File: src/rtl/digit_uart_tx.sv
// digit_uart_tx: streams a latched decimal digit vector as ASCII text
// over an 8N1 UART line, with an optional decimal point and CR LF.
module digit_uart_tx #(
  parameter int NUM_DIGITS   = 150,
  parameter int CLKS_PER_BIT = 868,
  parameter int DOT_AFTER    = 1,
  parameter bit SEND_CRLF    = 1'b1
) (
  input  logic                    clk,
  input  logic                    rst,
  input  logic                    start,
  input  logic [4*NUM_DIGITS-1:0] digits,
  output logic                    tx,
  output logic                    busy,
  output logic                    done
);

  localparam int IW = $clog2(NUM_DIGITS + 1);
  localparam int BW = $clog2(CLKS_PER_BIT);

  localparam logic [IW-1:0] IDX_END   = IW'(NUM_DIGITS);
  localparam logic [BW-1:0] BAUD_LAST = BW'(CLKS_PER_BIT - 1);

  localparam logic [2:0] S_IDLE = 3'd0;
  localparam logic [2:0] S_SCAN = 3'd1;
  localparam logic [2:0] S_DIG  = 3'd2;
  localparam logic [2:0] S_DOT  = 3'd3;
  localparam logic [2:0] S_CR   = 3'd4;
  localparam logic [2:0] S_LF   = 3'd5;
  localparam logic [2:0] S_FIN  = 3'd6;

  logic [2:0]              state_q, state_d;
  logic [4*NUM_DIGITS-1:0] digits_q, digits_d;
  logic [IW-1:0]           idx_q, idx_d;
  logic [IW-1:0]           sent_q, sent_d;
  logic [7:0]              chr_q, chr_d;
  logic [BW-1:0]           baud_q, baud_d;
  logic [3:0]              bit_q, bit_d;
  logic                    tx_q, tx_d;

  logic       in_frame;
  logic       frame_end;
  logic [3:0] cur;
  logic [7:0] frame_chr;
  logic       tx_bit;

  assign tx   = tx_q;
  assign done = (state_q == S_FIN);
  assign busy = (state_q != S_IDLE) && (state_q != S_FIN);

  always_comb begin
    cur = 4'hF;
    for (int i = 0; i < NUM_DIGITS; i++) begin
      if (idx_q == IW'(i)) cur = digits_q[4*i +: 4];
    end
  end

  always_comb begin
    in_frame  = state_q inside {S_DIG, S_DOT, S_CR, S_LF};
    frame_end = in_frame && (baud_q == BAUD_LAST) && (bit_q == 4'd9);
    frame_chr = chr_q;
    unique case (state_q)
      S_DOT:   frame_chr = 8'h2E;
      S_CR:    frame_chr = 8'h0D;
      S_LF:    frame_chr = 8'h0A;
      default: frame_chr = chr_q;
    endcase
    unique case (bit_q)
      4'd0:    tx_bit = 1'b0;
      4'd9:    tx_bit = 1'b1;
      default: tx_bit = frame_chr[3'(bit_q - 4'd1)];
    endcase
  end

  always_comb begin
    state_d  = state_q;
    digits_d = digits_q;
    idx_d    = idx_q;
    sent_d   = sent_q;
    chr_d    = chr_q;
    baud_d   = baud_q;
    bit_d    = bit_q;
    // tx is registered from the current frame position, one clock behind it
    tx_d     = in_frame ? tx_bit : 1'b1;

    if (in_frame) begin
      if (baud_q == BAUD_LAST) begin
        baud_d = '0;
        bit_d  = (bit_q == 4'd9) ? 4'd0 : bit_q + 4'd1;
      end else begin
        baud_d = baud_q + BW'(1);
      end
    end

    unique case (state_q)
      S_IDLE, S_FIN: begin
        state_d = S_IDLE;
        if (start) begin
          digits_d = digits;
          idx_d    = '0;
          sent_d   = '0;
          state_d  = S_SCAN;
        end
      end
      S_SCAN: begin
        if (idx_q == IDX_END) begin
          state_d = SEND_CRLF ? S_CR : S_FIN;
        end else if (cur > 4'd9) begin
          idx_d = idx_q + IW'(1);
        end else begin
          chr_d   = 8'h30 + {4'h0, cur};
          idx_d   = idx_q + IW'(1);
          state_d = S_DIG;
        end
      end
      S_DIG: begin
        if (frame_end) begin
          sent_d  = sent_q + IW'(1);
          state_d = S_SCAN;
          if ((DOT_AFTER != 0) && (int'(sent_d) == DOT_AFTER))
            state_d = S_DOT;
        end
      end
      S_DOT: if (frame_end) state_d = S_SCAN;
      S_CR:  if (frame_end) state_d = S_LF;
      S_LF:  if (frame_end) state_d = S_FIN;
      default: state_d = S_IDLE;
    endcase
  end

  always_ff @(posedge clk) begin
    if (rst) begin
      state_q  <= S_IDLE;
      digits_q <= '0;
      idx_q    <= '0;
      sent_q   <= '0;
      chr_q    <= 8'h00;
      baud_q   <= '0;
      bit_q    <= 4'd0;
      tx_q     <= 1'b1;
    end else begin
      state_q  <= state_d;
      digits_q <= digits_d;
      idx_q    <= idx_d;
      sent_q   <= sent_d;
      chr_q    <= chr_d;
      baud_q   <= baud_d;
      bit_q    <= bit_d;
      tx_q     <= tx_d;
    end
  end

endmodule

File: config.mk
export PLATFORM = sky130hd
export DESIGN_NAME = digit_uart_tx
export DESIGN_NICKNAME = d
export VERILOG_FILES = /design/src/rtl/digit_uart_tx.sv
export SDC_FILE = /design/constraint.sdc
export NUM_CORES = 2
export LEC_CHECK = 0
export BUFFER_PORTS_ARGS = -buffer_cell sky130_fd_sc_hd__buf_2
export CAP_MARGIN = 0
export CELL_PAD_IN_SITES_DETAIL_PLACEMENT = 1
export CELL_PAD_IN_SITES_GLOBAL_PLACEMENT = 2
export CORE_MARGIN = 2
export CORE_UTILIZATION = 28
export CTS_CLUSTER_DIAMETER = 100
export CTS_CLUSTER_SIZE = 20
export DETAILED_ROUTE_END_ITERATION = 16
export GPL_TIMING_DRIVEN = 1
export PLACE_DENSITY_LB_ADDON = 0.1
export SLEW_MARGIN = 10
export SYNTH_ARGS = -nofsm -noshare
export SYNTH_HDL_FRONTEND = slang
export SYNTH_SLANG_ARGS = --single-unit
File: constraint.sdc
create_clock -name clk -period 3 [get_ports clk]
set_input_delay 0.15 -clock clk [delete_from_list [all_inputs] [get_ports clk]]
set_output_delay 0.15 -clock clk [all_outputs]
set_load 0.02 [all_outputs]
## Word-level counts from Yosys, hierarchy flattened

Cells that the tools add are included.

- Flip-flop bits (word level): 642
- Input bits: 603
- Output and inout bits: 3
- Logic and storage cells: 374

- Add/subtract/negate cells: 6
- Magnitude comparators: 2
- Eq/ne operators: 167
- Muxes and demuxes: 170
- Bitwise gates (word level): 3
- Reductions and logical operators: 18

Operators with widths:

| cell | count |
|---|---|
| $mux W4 | 151 |
| $eq A8 B7 Y1 const B | 64 |
| $eq A8 B6 Y1 const B | 32 |
| $eq A8 B8 Y1 const B | 23 |
| $eq A8 B5 Y1 const B | 16 |
| $eq A8 B4 Y1 const B | 8 |
| $eq A8 B3 Y1 const B | 4 |
| $pmux W8 S2 | 2 |
| $eq A8 B2 Y1 const B | 3 |
| $mux W8 | 3 |
| $pmux W8 S3 | 1 |
| $mux W3 | 6 |
| $pmux W3 S6 | 1 |
| $add A8 B1 Y8 const B | 2 |
| $ne A2 B2 Y1 const B | 6 |
| $add A10 B1 Y10 const B | 1 |
| $eq A10 B10 Y1 const B | 1 |
| $mux W10 | 1 |
| $eq A3 B3 Y1 const B | 3 |
| $reduce_and A3 Y1 | 3 |
| $eq A8 B1 Y1 const B | 1 |
| $logic_not A8 Y1 | 1 |
| $add A6 B4 Y7 const A | 1 |
| $eq A3 B2 Y1 const B | 2 |
| other kinds (21) | 30 |

## Logic depth before layout (Yosys ltp)

- Word-level depth: 155
- Depth in mapped cells: 17
- Mapped depth without buffers: 12

## Worst setup path before layout

Ideal clock, no wire load.

- Path kind: reg-to-reg
- From: register idx_q[0]
- To: register chr_q[1]
- Setup time: 0.086 ns
- Data arrival time: 3.086 ns
- Data required time: 2.914 ns
- Path slack: -0.171 ns
- Cell stages (with the launch flop): 17
- Path buffers: 4
- Period minus slack after synthesis: 3.171 ns
- Cells stage by stage: dfxtp_1 -> inv_1 -> ha_1 -> buf_2 -> buf_2 -> buf_2 -> buf_2 -> a221oi_1 -> nor2_1 -> o31ai_2 -> nor3_1 -> a21oi_1 -> a21oi_1 -> o21ai_1 -> o31ai_4 -> or2_2 -> a211oi_1

- Word-level cells in the longest chain between the ends: 154
- Elaborated cells on any way between the ends: 306
- Classes of those cells: add/sub (1); order compare (1); eq/ne (150); mux (150); bitwise (2); reduce/logical (2)

RTL lines:

| item | line | text |
|---|---|---|
| from (decl) | 34 | `logic [IW-1:0] idx_q, idx_d;` |
| from (signal assigned) | 144 | `idx_q <= idx_d;` |
| $logic_not A8 Y1 | 54 | `if (idx_q == IW'(i)) cur = digits_q[4*i +: 4];` |
| $mux W4 (150 in series) | 54 |  |
| $gt A4 B4 Y1 | 108 | `end else if (cur > 4'd9) begin` |
| $not A1 Y1 (no source line) | -- |  |
| $reduce_and A3 Y1 (no source line) | -- |  |
| to (signal assigned) | 146 | `chr_q <= chr_d;` |
| to (decl) | 36 | `logic [7:0] chr_q, chr_d;` |

Parallel ways exist; a longest one is shown, timed or not.
A chain may end at the register's enable or synchronous reset.

## Worst setup path after layout

- From: register idx_q[0]
- To: register chr_q[4]

The elaborated chain is that of the path after synthesis.

==> flow_metrics.env <==
export IMPL_status="finished with violations"
export IMPL_violations="setup timing"
export IMPL_synthDistinctLibCells=96
export IMPL_place_area_sq_um=39500
export IMPL_cts_buffers=41
export IMPL_areaGrowthSynthToFinish_pct=57.1
export IMPL_skew_ns=0.0370
export IMPL_synth_top_cell_area_share_pct=41.9
export IMPL_layout_commonest_cell="nand2_1"
export IMPL_fin_area_sq_um=48000
export IMPL_clk_latency_ns=0.65
export IMPL_die_height_um=334
export IMPL_die_x_um=334
export IMPL_p_int_uw=18000
export IMPL_pwr_share_clk_pct=20.1
export IMPL_whs_path_depth=4
export IMPL_rsz0062_at_grt="yes"
export IMPL_multiInputGateArea_sq_um=17000
export IMPL_r2r_cells=18
export IMPL_grt_use_met1_pct=47.0
export IMPL_yosys_area_top_type="dfxtp_1"
export IMPL_cts_clk_slew_worst_paths_ns=0.09
export IMPL_gp_congestion=0.994
export IMPL_final_cell_mix="nand2_1 (1359), a21oi_1 (729), dfxtp_1 (631), buf_2 (604), dlygate4sd3_1 (600)"
export IMPL_slew_violations=0
export IMPL_grt_pass1_vias=39200
export IMPL_remaining_drc_errors=0
export IMPL_maxSlewHeadroom_pct=40.1
export IMPL_postSynthCellCount=4223
export IMPL_cts_root_buf="clkbuf_16"
export IMPL_nFillCells=13200
export IMPL_finalNetCount=6351
export IMPL_clock_sinks=639
export IMPL_pre_cts_slack_ns=-1.13
export IMPL_synthArstFlopShare_pct=0
export IMPL_p_seq_share_pct=38.9
export IMPL_critPathCaptureType="register"
export IMPL_routed_via_density=5.33
export IMPL_powerDensity_nw_per_um2=635
export IMPL_syn_avg_cell_area_sq_um=7.23
export IMPL_vias=38100
export IMPL_regArea_sq_um=12800
export IMPL_htree_levels=2
export IMPL_setup_ws_ns=-0.605
export IMPL_synth_nets=4837
export IMPL_top_usage_layer="met2"
export IMPL_drt_wl_total_um=198000
export IMPL_grt_use_met2_pct=56.8
export IMPL_arrival_ns=4.15
export IMPL_path_max_fanout=7
export IMPL_min_period_over_period_pct=120
export IMPL_synth_seq_cells=639
export IMPL_cts_path_max_buffers=3
export IMPL_grt_pass1_wl_um=280000
export IMPL_swShare_pct=40.8
export IMPL_dpl_hpwl_um=151000
export IMPL_synth_edf_count=0
export IMPL_min_path_type="in2reg"
export IMPL_numPortBuffers=605
export IMPL_yosysWarnings=0
export IMPL_seq_area_frac_synth_pct=41.9
export IMPL_dieArea_sq_um=112000
export IMPL_fmax_ghz=0.277
export IMPL_synth_area_sq_um=30500
export IMPL_hold_viol=0
export IMPL_groute_layer_met3_usage_pct=3.99
export IMPL_synthTopCellsByArea="dfxtp_1 (42%), nand2_1 (17%), a21oi_1 (12%), clkbuf_1 (3.1%), o21ai_0 (2.6%)"
export IMPL_ios=606
export IMPL_finalSetupViolCount=7
export IMPL_power_switching_uw=12400
export IMPL_setup_tns_ns=-3.88
export IMPL_fin_crit_ns=3.60
export IMPL_antenna_found_initial=6
export IMPL_required_ns=3.55
export IMPL_drive_above_1_share_pct=25.9
export IMPL_worst_setup_path_type="reg2reg"
export IMPL_ant_nets=0
export IMPL_start_util_pct=28.1
export IMPL_worst_pin_slew_ns=0.892
export IMPL_power_total_uw=30500
export IMPL_grt_overflow=0
export IMPL_core_area_sq_um=109000
export IMPL_wl_per_cell_um=27.6
export IMPL_antenna_cells=0
export IMPL_irDropWorstVdd_v=0.000348
export IMPL_grt_usage_pct=34.2
export IMPL_cts_tree="built"
export IMPL_synthFlopType="dfxtp_1"
export IMPL_maxCapViolations=0
export IMPL_dr_pass1_iters=5
export IMPL_p_leak_uw=0.0194
export IMPL_drt_initial_drc_count=3265
export IMPL_pwr_share_comb_pct=41.0
export IMPL_crit_path_start_kind="register"
export IMPL_grt_start_max_net_pins=144
export IMPL_rows=121
==> power by group through the flow <==
stage                     sequential (uW)  clock (uW)  combinational, uW
after floorplan                     10900           0               5890
after global placement              12000           0              11000
after detailed placement            12000           0              11100
after CTS                           11800        6270              12100
after global routing                12000        6570              13400
final                               11800        6130              12500
==> critical path, cell delays in order, from the launching register on <==
cell      delay, ns
dfxtp_4        0.38
buf_6          0.12
ha_4           0.21
buf_8          0.16
inv_6          0.09
buf_12         0.14
buf_12         0.11
buf_12         0.11
o21a_1         0.11
a211o_1        0.08
o21ai_0        0.16
a31oi_1        0.29
o221ai_2       0.21
or3b_4         0.45
o31ai_4        0.34
buf_4          0.19
buf_6          0.09
nor2_1         0.03
o31a_1         0.22
==> cell type report <==
| type | instances | share of cell area, % |
|---|---|---|
| multi-input cells | 3186 | 35.4 |
| repair buffers | 1841 | 31.3 |
| flip-flops and latches | 639 | 26.7 |
| well taps | 1414 | 3.69 |
| clock buffers | 44 | 2.27 |
| clock inverters | 10 | 0.323 |
| inverters | 28 | 0.245 |
==> synthesized netlist by cell type (11+ instances only) <==
library cell,instances
nand2_1,1368
a21oi_1,741
dfxtp_1,639
clkbuf_1,249
o21ai_0,160
nor2_1,103
buf_2,81
nand3_1,55
nor3_1,53
nand2b_1,47
nor2b_1,47
o22ai_1,38
a31oi_1,37
a211oi_1,36
o211ai_1,32
buf_1,28
nand3b_1,27
a221oi_1,24
inv_1,24
o221ai_1,23
a22oi_1,19
nor3b_1,18
or3_1,18
a32oi_1,16
and3_1,14
o21a_1,13
xor2_1,13
a21o_1,12
o21ai_1,12
ha_1,11
nand4_1,11
o31a_1,11
o31ai_1,11
==> state kept, by name, summed over array words and instances, names as in the netlist <==
name,count
digits_q,600
baud_q,10
idx_q,8
sent_q,8
chr_q,5
bit_q,4
state_q,3
tx,1
==> timing repair <==
item,CTS,global route
pin swaps,45,40
endpoints found under the hold margin,600,0
gates cloned,2,3
setup buffers,18,13
hold buffers,600,0
setup endpoints to repair,7,7
gates resized for setup,121,83
==> logic make-up (layout without fill, tap and decap cells) <==
logic type,Yosys count,after routing,synth area share [%]
simple gates,1836,1836,25.9
mux,3,3,0.0983
flops,639,639,41.9
buf+inv,398,1923,5.39
fa+ha+maj,11,11,0.451
xor+xnor,21,21,0.602
compound gates,1315,1315,25.7
==> layer usage <==
metal	wire length, um	up-vias	share of wire, %
met2	91800	1282	46
li1	-	17600	-
met3	10800	226	5.5
met4	5470	6	2.8
met5	47	-	0.024
met1	89600	19000	45
==> through the flow <==
step / std cells / utilization, % / hold slack (ns)
2_1_floorplan: 4223 / - / 0.286
3_3_place_gp: 6472 / 36.4 / 0.394
3_5_place_dp: 6472 / 36.4 / 0.398
4_1_cts: 7146 / 43.7 / 0.0247
5_1_grt: 7162 / 44.2 / 0.0740
6_report: 7162 / 44.2 / 0.0615
==> worst paths after layout <==
| kind | from | endpoint | slack, ns |
|---|---|---|---|
| setup / recovery | idx_q[0]$_SDFFE_PP0P_ | chr_q[4]$_SDFFE_PP0P_ | -0.60 |
| hold / removal | start | digits_q[236]$_SDFFE_PP0P_ | 0.06 |
| setup reg to reg | idx_q[0]$_SDFFE_PP0P_ | chr_q[4]$_SDFFE_PP0P_ | -0.60 |
| hold reg to reg | digits_q[285]$_SDFFE_PP0P_ | digits_q[285]$_SDFFE_PP0P_ | 0.46 |
No activity file was read; power rests on OpenSTA's default activity.
